## src/rtl/mod3_tx.sv

```systemverilog
`default_nettype none
// ============================================================================
//  Module   : mod3_tx
//  Purpose  : Serial framer: W payload bits MSB first plus 2 check bits that
//             make the whole frame divisible by 3.
//  Revision : 1.0  initial release
// ============================================================================
module mod3_tx #(
    parameter int W = 8
) (
    input  logic         clk,
    input  logic         rst,
    input  logic         in_valid,
    input  logic [W-1:0] in_data,
    output logic         in_ready,
    input  logic         abort,
    output logic         txd,
    output logic         tx_valid,
    output logic         tx_last,
    output logic [7:0]   frame_cnt
);

    localparam int                 c_CNT_W     = $clog2(W + 2);
    localparam logic [c_CNT_W-1:0] c_LAST_DATA = c_CNT_W'(W - 1);

    typedef enum logic [1:0] {
        S_IDLE  = 2'b00,
        S_DATA  = 2'b01,
        S_CHECK = 2'b10
    } state_t;

    state_t             r_state;
    state_t             w_state_nxt;
    logic [W-1:0]       r_shift;
    logic [W-1:0]       w_shift_nxt;
    logic [c_CNT_W-1:0] r_cnt;
    logic [c_CNT_W-1:0] w_cnt_nxt;
    logic [1:0]         r_rem;
    logic [1:0]         w_rem_nxt;
    logic               r_txd;
    logic               w_txd_nxt;
    logic               r_valid;
    logic               w_valid_nxt;
    logic               r_last;
    logic               w_last_nxt;
    logic [7:0]         r_fcnt;
    logic [7:0]         w_fcnt_nxt;
    logic               w_accept;
    logic               w_chk_hi;
    logic               w_chk_lo;

    // One serial step of the remainder: r_next = (2*r + b) mod 3.
    function automatic logic [1:0] f_mod3_step(input logic [1:0] r, input logic b);
        logic [1:0] v;
        case ({r, b})
            3'b000:  v = 2'd0;
            3'b001:  v = 2'd1;
            3'b010:  v = 2'd2;
            3'b011:  v = 2'd0;
            3'b100:  v = 2'd1;
            3'b101:  v = 2'd2;
            default: v = 2'd0;
        endcase
        return v;
    endfunction

    assign in_ready  = ((r_state == S_IDLE) || r_last) && !abort;
    assign w_accept  = in_valid && in_ready;
    assign w_chk_hi  = (r_rem == 2'd1);
    assign w_chk_lo  = (r_rem == 2'd2);

    assign txd       = r_txd;
    assign tx_valid  = r_valid;
    assign tx_last   = r_last;
    assign frame_cnt = r_fcnt;

    always_comb begin
        w_state_nxt = r_state;
        w_shift_nxt = r_shift;
        w_cnt_nxt   = r_cnt;
        w_rem_nxt   = r_rem;
        w_fcnt_nxt  = r_fcnt;
        w_txd_nxt   = 1'b0;
        w_valid_nxt = 1'b0;
        w_last_nxt  = 1'b0;

        if (abort) begin
            w_state_nxt = S_IDLE;
            w_shift_nxt = '0;
            w_cnt_nxt   = '0;
            w_rem_nxt   = 2'd0;
        end else begin
            case (r_state)
                S_IDLE: begin
                    if (w_accept) begin
                        w_state_nxt = S_DATA;
                        w_txd_nxt   = in_data[W-1];
                        w_valid_nxt = 1'b1;
                        w_shift_nxt = {in_data[W-2:0], 1'b0};
                        w_rem_nxt   = f_mod3_step(2'd0, in_data[W-1]);
                        w_cnt_nxt   = '0;
                    end
                end
                S_DATA: begin
                    w_valid_nxt = 1'b1;
                    w_cnt_nxt   = r_cnt + 1'b1;
                    if (r_cnt == c_LAST_DATA) begin
                        w_state_nxt = S_CHECK;
                        w_txd_nxt   = w_chk_hi;
                    end else begin
                        w_txd_nxt   = r_shift[W-1];
                        w_shift_nxt = {r_shift[W-2:0], 1'b0};
                        w_rem_nxt   = f_mod3_step(r_rem, r_shift[W-1]);
                    end
                end
                S_CHECK: begin
                    if (r_last) begin
                        // Frame completes here; a word accepted now starts the next frame without a gap.
                        w_fcnt_nxt = r_fcnt + 8'd1;
                        if (w_accept) begin
                            w_state_nxt = S_DATA;
                            w_txd_nxt   = in_data[W-1];
                            w_valid_nxt = 1'b1;
                            w_shift_nxt = {in_data[W-2:0], 1'b0};
                            w_rem_nxt   = f_mod3_step(2'd0, in_data[W-1]);
                            w_cnt_nxt   = '0;
                        end else begin
                            w_state_nxt = S_IDLE;
                            w_shift_nxt = '0;
                            w_cnt_nxt   = '0;
                            w_rem_nxt   = 2'd0;
                        end
                    end else begin
                        w_txd_nxt   = w_chk_lo;
                        w_valid_nxt = 1'b1;
                        w_last_nxt  = 1'b1;
                        w_cnt_nxt   = r_cnt + 1'b1;
                    end
                end
                default: begin
                    w_state_nxt = S_IDLE;
                    w_shift_nxt = '0;
                    w_cnt_nxt   = '0;
                    w_rem_nxt   = 2'd0;
                end
            endcase
        end
    end

    always_ff @(posedge clk or negedge rst) begin
        if (!rst) begin
            r_state <= S_IDLE;
            r_shift <= '0;
            r_cnt   <= '0;
            r_rem   <= 2'd0;
            r_txd   <= 1'b0;
            r_valid <= 1'b0;
            r_last  <= 1'b0;
            r_fcnt  <= 8'd0;
        end else begin
            r_state <= w_state_nxt;
            r_shift <= w_shift_nxt;
            r_cnt   <= w_cnt_nxt;
            r_rem   <= w_rem_nxt;
            r_txd   <= w_txd_nxt;
            r_valid <= w_valid_nxt;
            r_last  <= w_last_nxt;
            r_fcnt  <= w_fcnt_nxt;
        end
    end

endmodule
`default_nettype wire

```

## config.mk

```make
export PLATFORM = sky130hd
export DESIGN_NAME = mod3_tx
export DESIGN_NICKNAME = d
export VERILOG_FILES = /design/src/rtl/mod3_tx.sv
export SDC_FILE = /design/constraint.sdc
export NUM_CORES = 1
export LEC_CHECK = 0
export CORE_MARGIN = 2
export CORE_UTILIZATION = 56
export DETAILED_ROUTE_END_ITERATION = 16
export DONT_BUFFER_PORTS = 1
export PLACE_DENSITY = 0.8
export RECOVER_POWER = 100
export SYNTH_ARGS = -nofsm -noshare
export SYNTH_HDL_FRONTEND = slang
export SYNTH_SLANG_ARGS = --single-unit
```

## constraint.sdc

```tcl
create_clock -name clk -period 1.7 [get_ports clk]
set_input_delay 0.255 -clock clk [delete_from_list [all_inputs] [get_ports clk]]
set_output_delay 0.255 -clock clk [all_outputs]
set_load 0.1 [all_outputs]
```

# After elaboration in Yosys (flattened, before gate mapping)
# Index checks and enable logic that the tools add are counted.
dict set report totals {
  regBits 27
  inputBits 12
  output_inout_bits 12
  elab_cells 71
}
dict set report classes {
  add_sub_neg 2
  eq_ne 13
  mux 36
  bitwise_logic 2
  reduce_logical 10
}
# op count
set op_table {}
lappend op_table {{$mux 8} 5}
lappend op_table {{$pmux 8 s3} 1}
lappend op_table {{$mux 2} 9}
lappend op_table {{$mux 4} 3}
lappend op_table {{$ne 3x3->1 const B} 4}
lappend op_table {{$pmux 2 s3} 2}
lappend op_table {{$pmux 4 s3} 1}
lappend op_table {{$mux 1} 11}
lappend op_table {{$reduce_and 3->1} 3}
lappend op_table {{$add 8x1->8 const B} 1}
lappend op_table {{$pmux 2 s2} 2}
lappend op_table {{$eq 3x3->1 const B} 2}
lappend op_table {{$pmux 1 s3} 2}
lappend op_table {{$add 4x1->4 const B} 1}
lappend op_table {{$eq 2x1->1 const B} 2}
lappend op_table {{$eq 2x2->1 const B} 2}
lappend op_table {{$eq 4x3->1 const B} 1}
lappend op_table {{$reduce_or 2->1} 2}
lappend op_table {{$eq 3x1->1 const B} 1}
lappend op_table {{$eq 3x2->1 const B} 1}
lappend op_table {{$logic_and 1x1->1} 2}
lappend op_table {{$logic_not 2->1} 1}
lappend op_table {{$not 1->1} 2}
lappend op_table {{$logic_not 1->1} 1}
lappend op_table {{$logic_or 1x1->1} 1}

# Logic depth before layout (Yosys ltp)
dict set report logic_depth {
  word_depth 8
  depth_mapped 6
  mapped_depth_nobuf 6
}

# Worst setup path before layout
# No wires, ideal clock.
dict set report synth_timing {
  path_type {reg-to-output}
  from {register r_last (netlist: tx_last)}
  to {output port in_ready}
  arrival_ns 2.308
  required_ns 1.445
  slack_ns -0.863
  stages_incl_launch_ff 3
  cell_sequence {dfrtp_1 > nor2_1 > nor2_1}
}
dict set report synth_between {
  elab_chain_cells 2
}
# element line_no
set synth_rtl {}
lappend synth_rtl {{start, declared} 44} ;# logic r_last;
lappend synth_rtl {{start signal, assigned} 167} ;# r_last <= w_last_nxt;
lappend synth_rtl {{$logic_or 1x1->1} 67} ;# assign in_ready = ((r_state == S_IDLE) || r_last) && !abort;
lappend synth_rtl {{$logic_and 1x1->1} 67}
lappend synth_rtl {{end, declared} 15} ;# output logic in_ready,
# No other way between the ends.

# Final worst setup path
dict set report layout_timing {
  from {register r_state[1]}
  to {output port in_ready}
}
dict set report layout_between {
  elab_chain_cells 3
}
# element line_no
set layout_rtl {}
lappend layout_rtl {{start, declared} 32} ;# state_t r_state;
lappend layout_rtl {{start signal, assigned} 161} ;# r_state <= w_state_nxt;
lappend layout_rtl {{$logic_not 2->1} 67}
lappend layout_rtl {{$logic_or 1x1->1} 67}
lappend layout_rtl {{$logic_and 1x1->1} 67}
# No other way between the ends.

==> flow_summary_export.csv <==
group,metric,value,unit
status,outcome,"complete, but fails checks",
status,violations,"negative setup slack",
grt,grt_pass1_vias,1177,
placement,dp_hpwl,2172,µm
critical_path,arrival,1.45,ns
timing,fin_crit_sh,100.5,%
timing,tightest_slew,0.6439,ns
floorplanning,fp.dieArea,3058,µm²
route,drt_pass1_iterations,4,
timing,finalSetupViolCount,1,
timing,period_needed,1.708,ns
logic_synthesis,yosysWarnings,0,
route,vias_per_cell,5.711,
timing,hold_violations,0,
placement,dp_cells,194,
critical_path,cp_data_required_time,1.44,ns
critical_path,crit_path_end_kind,"output pin",
logic_synthesis,synth_edf_count,0,
layout,syn2layout_area_growth,23.26,%
logic_synthesis,async_reset_ff_share,100.0,%
logic_synthesis,netlist.area_leader.share,44.14,%
critical_path,worstSetupStartpointType,"flop",
grt,grt_pass1_wl,5119,µm
grt,antenna_found_initial,0,
placement,io_buffer_count,0,
layout,most-common-layout-cells,"nand2_1, dfrtp_1, buf_4",
clock_tree,insertion_delay,0.32,ns
timing,rsz0062_at_grt,"true",
floorplanning,fp.dieW,55.30,µm
logic_synthesis,synthTopCellsByArea,"dfrtp_1, o221ai_2, ha_1, nand2_1, inv_1",
layout,n_antenna_cell,0,
clock_tree,htreeDepth,1,
route,drt_iter0_markers,25,
floorplanning,num_rows,18,
grt,grt.overflow.total,0,
layout,finalNetCount,194,
floorplanning,start_util,59.49,%
logic_synthesis,synth_cell_type_count,38,
clock_tree,cts_sinks,26,
floorplanning,core_area,2477,µm²
clock_tree,cts_tree,"yes",
logic_synthesis,syn-cell-area,1474,µm²
floorplanning,io_pins,24,
layout,finalNonFillerCells,204,
route,antenna_left,0,
timing,slew_headroom,57.07,%
timing,fin_ws,-0.007712,ns
route,via_count,1165,
critical_path,cp_max_fo,4,
power_and_ir_drop,power_density,1321,nW/µm²
power_and_ir_drop,peakVddDrop,1266,µV
timing,setup_tns,-0.007712,ns
timing,max_freq,585.6,MHz
critical_path,worst-setup-path-type,"reg2out",
job,drv_cap,0,
route,drcViolationCount,0,
layout,drive_gt1_share,32.18,%
logic_synthesis,synthCells,144,
power_and_ir_drop,p_leak,0.8725,nW
clock_tree,numCtsBuffers,3,
logic_synthesis,ys_seq_elements,26,
clock_tree,clockBufferDepth,2,
logic_synthesis,seq_area_frac_synth,44.14,%
timing,slew_violations,0,
min_path,hold_path.class,"in2reg",
placement,globalplace.congestion,0.8797,
clock_tree,clockRootBuffer,"clkbuf_4",
logic_synthesis,synth_flop_cell,"dfrtp_1",
logic_synthesis,syn_nets,163,
logic_synthesis,yosys.area.top_type,"dfrtp_1",
timing,skew,0.002003,ns
grt,grt_start_max_net_pins,27,
grt,track_usage,20.62,%
route,routedWlPerCell,15.33,µm
floorplanning,die_h,55.30,µm
logic_synthesis,synth.avg_cell_area,10.24,µm²
route,finalWirelength,3128,µm
clock_tree,clkTransAtPathRegs,0.14,ns
==> registers in the layout, indices dropped and copies added (netlist names) <==
| register | cells |
|---|---|
| r_state | 2 |
| frame_cnt | 8 |
| txd | 1 |
| r_shift | 7 |
| tx_last | 1 |
| r_rem | 2 |
| r_cnt | 4 |
| tx_valid | 1 |
==> area by class of cell <==
type | count | area [µm²]
fillers | 184 | 660.6
multi-input cells | 97 | 785.8
clock buffers | 4 | 36.28
repair buffers | 27 | 225.2
well taps | 30 | 37.54
flip-flops and latches | 26 | 656.9
inverters | 20 | 75.07
==> power by group <==
part           internal [W]  switching (W)
sequential         0.000738      0.0000897
combinational      0.000493       0.000763
clock              0.000131       0.000186
total               0.00136        0.00104
==> worst paths after layout <==
path | start | to | slack, ns | depth (start not counted)
hold / removal | in_data[0] | r_shift[1] | 0.05 | 2
hold reg to reg | r_shift[1] | r_shift[1] | 0.50 | 2
min in group asynchronous | rst | r_rem[0] | 0.51 | 2
setup reg to reg | r_state[1] | r_cnt[0] | 0.04 | 6
max in group asynchronous | rst | tx_last | 0.72 | 2
setup / recovery | r_state[1] | in_ready | -0.008 | 6
==> worst max-delay path, stage by stage (launching register included) <==
cell     delay (ns)
dfrtp_1        0.45
inv_2          0.11
ha_4           0.15
buf_6          0.11
nor2_4         0.04
nor2_4         0.10
buf_12         0.18
==> cell usage after synthesis, types with 2 or more instances <==
cell	number
a31oi_1	3
and3_1	2
nand2b_1	3
nand3b_1	2
nor2_1	6
nand3_1	2
o221ai_2	7
xor2_1	3
inv_1	20
xnor2_1	5
nor3_1	4
nand2_1	23
dfrtp_1	26
ha_1	7
a21o_1	2
o21ai_0	4
a21oi_1	4
==> routing by layer <==
layer	vias up	GRT usage [%]	routed length (µm)
met5	-	0	0
met3	8	3.981	127
li1	558	-	-
met4	0	5.923	56
met1	571	25.34	1363
met2	28	36.56	1580
==> stage by stage <==
stage	cell area [µm²]	util [%]	total power (W)	setup slack, ns	hold slack (ns)
global route	1817	73.33	0.002544	-0.08267	0.06138
global placement	1695	68.43	0.001903	0.07184	-0.03993
CTS	1809	73.03	0.002354	0.005301	0.05793
floorplan	1493	-	0.001629	0.001788	-0.04059
detailed placement	1695	68.43	0.001948	0.008174	-0.04006
finish	1817	73.33	0.002399	-0.007712	0.05165
==> kinds of logic (layout without fill, tap and decap cells) <==
logic type / count (synthesis) / after routing / synth area share [%]
adder cells (fa/ha/maj): 7 / 7 / 5.942
multiplexers: 1 / 1 / 0.7640
AND/OR/NAND/NOR: 54 / 54 / 21.39
flip-flops: 26 / 26 / 44.14
buffers and inverters: 21 / 51 / 5.432
XOR/XNOR: 8 / 8 / 4.754
AO/OA/AOI/OAI: 27 / 27 / 17.57
==> repair_timing <==
item / CTS / global route
pin swaps: 1 / 1
setup endpoints to repair: 8 / 13
endpoints found under the hold margin: 28 / 0
cloned: 0 / 0
resized for setup: 9 / 2
buffers inserted: 1 / 2
hold buffers: 3 / 0
Note: power is estimated with default switching activity, not from simulation.
==> patch, RTL diff (same flow settings) <==
The 3 states of `state_t` get a one-hot encoding in 3 bits.
--- a/src/rtl/mod3_tx.sv
+++ b/src/rtl/mod3_tx.sv
@@ -23,10 +23,10 @@
     localparam int                 c_CNT_W     = $clog2(W + 2);
     localparam logic [c_CNT_W-1:0] c_LAST_DATA = c_CNT_W'(W - 1);
 
-    typedef enum logic [1:0] {
-        S_IDLE  = 2'b00,
-        S_DATA  = 2'b01,
-        S_CHECK = 2'b10
+    typedef enum logic [2:0] {
+        S_IDLE  = 3'b001,
+        S_DATA  = 3'b010,
+        S_CHECK = 3'b100
     } state_t;
 
     state_t             r_state;
Behaviour: no difference found for any inputs over 10 cycles, from zero or initial values and one cycle with rst low; not proved beyond that.
==> patch against the unedited design <==
Routed wire length increased by 0.32%; via count decreased by 3.9%; synthesized cell count decreased by 9.7%; area after synthesis decreased by 2.2%; sequential cell count increased by 1; worst setup slack improved by 1.4 ps; final area decreased by 3.8%; utilization decreased by 2.1 points; the run still ends with setup timing left.
Power is not compared: it rests on default switching activity, and its combinational part moved more than twofold at a synthesized area within 25%.
==> patch: results (changes against the unedited design) <==
Outcome
  – Status: complete, but fails checks (unchanged)
  – Failing checks: setup timing (unchanged)

Layout
  – Inverters: 4 (was 20)
  – Seq cells: 27 (was 26)
  – Multi-input gate area: 768 um2 (was 786 um2)
  – Layout area overhead: 21.3% (was 23.3%)

Routing
  – Routed wire per std cell: 16.9 um (was 15.3 um)
  – Met3 WL: 96 um (was 127 um)
  – Drt initial violations: 10 (was 25)
  – Vias per cell: 6.02 (was 5.71)
  – Met1 Wirelength: 1360 um (about the same)

Setup path
  – Slowest cell on crit path: dfstp_2 (was dfrtp_1)
  – CP peak stage delay: 590 ps (was 450 ps)

Place
  – GPL Wtd Cong: 0.830 (was 0.880)
  – DP HPWL: 2130 um (was 2170 um)

Global route
  – First-pass GRT wire length: 4800 um (was 5120 um)
  – Largest net degree at the start of global routing: 28 (was 27)
  – Met3 Use GR: 3.01% (was 3.98%)

STA
  – Worst Slack Setup Final: -6.28 ps (was -7.71 ps)
  – # setup viols final: 1 (unchanged)
  – Setup Skew: 5.34 ps (was 2.00 ps)
  – Setup TNS: -6.28 ps (was -7.71 ps)
  – Worst Max-Slew Pin Slew: 658 ps (was 644 ps)

Yosys
  – Synth area leaders: dfrtp_1 (45%), o2bb2ai_1 (4.3%), xnor2_1 (4.3%) (was dfrtp_1 (44%), o221ai_2 (7.1%), ha_1 (5.9%))
  – Cell area after synthesis: 1440 um2 (was 1470 um2)
  – Synth cell count leaders: dfrtp_1 (26), nand2_1 (9) (was dfrtp_1 (26), nand2_1 (23), inv_1 (20))
patch: worst paths after layout:
path                               from            to  slack [ps]  cells past startpoint
min                               abort           txd          30                      1
min in group asynchronous           rst  frame_cnt[5]         470                      2
max                          r_state[0]      in_ready          -6                      4
max in group asynchronous           rst       tx_last         740                      2
max reg2reg                  r_state[0]    r_shift[1]           0                      5
min reg2reg                frame_cnt[7]  frame_cnt[7]         480                      1
patch: kinds of logic (layout without fill, tap and decap cells):
| logic type | after synthesis | in the layout | share of synthesized area [%] |
|---|---|---|---|
| flops | 27 | 27 | 47.0 |
| fa+ha+maj | 2 | 2 | 1.74 |
| compound gates | 39 | 39 | 22.3 |
| mux | 3 | 3 | 2.52 |
| simple gates | 44 | 44 | 19.1 |
| buf+inv | 7 | 33 | 2.52 |
| xor+xnor | 8 | 8 | 4.86 |
patch: timing repair:
item                                    in CTS  in global routing
buffers inserted                             3                  3
pin swaps                                    0                  4
endpoints found under the setup margin       1                 10
hold buffers                                 3                  0
gates resized for setup                      2                  7
hold endpoints to repair                    28                  0
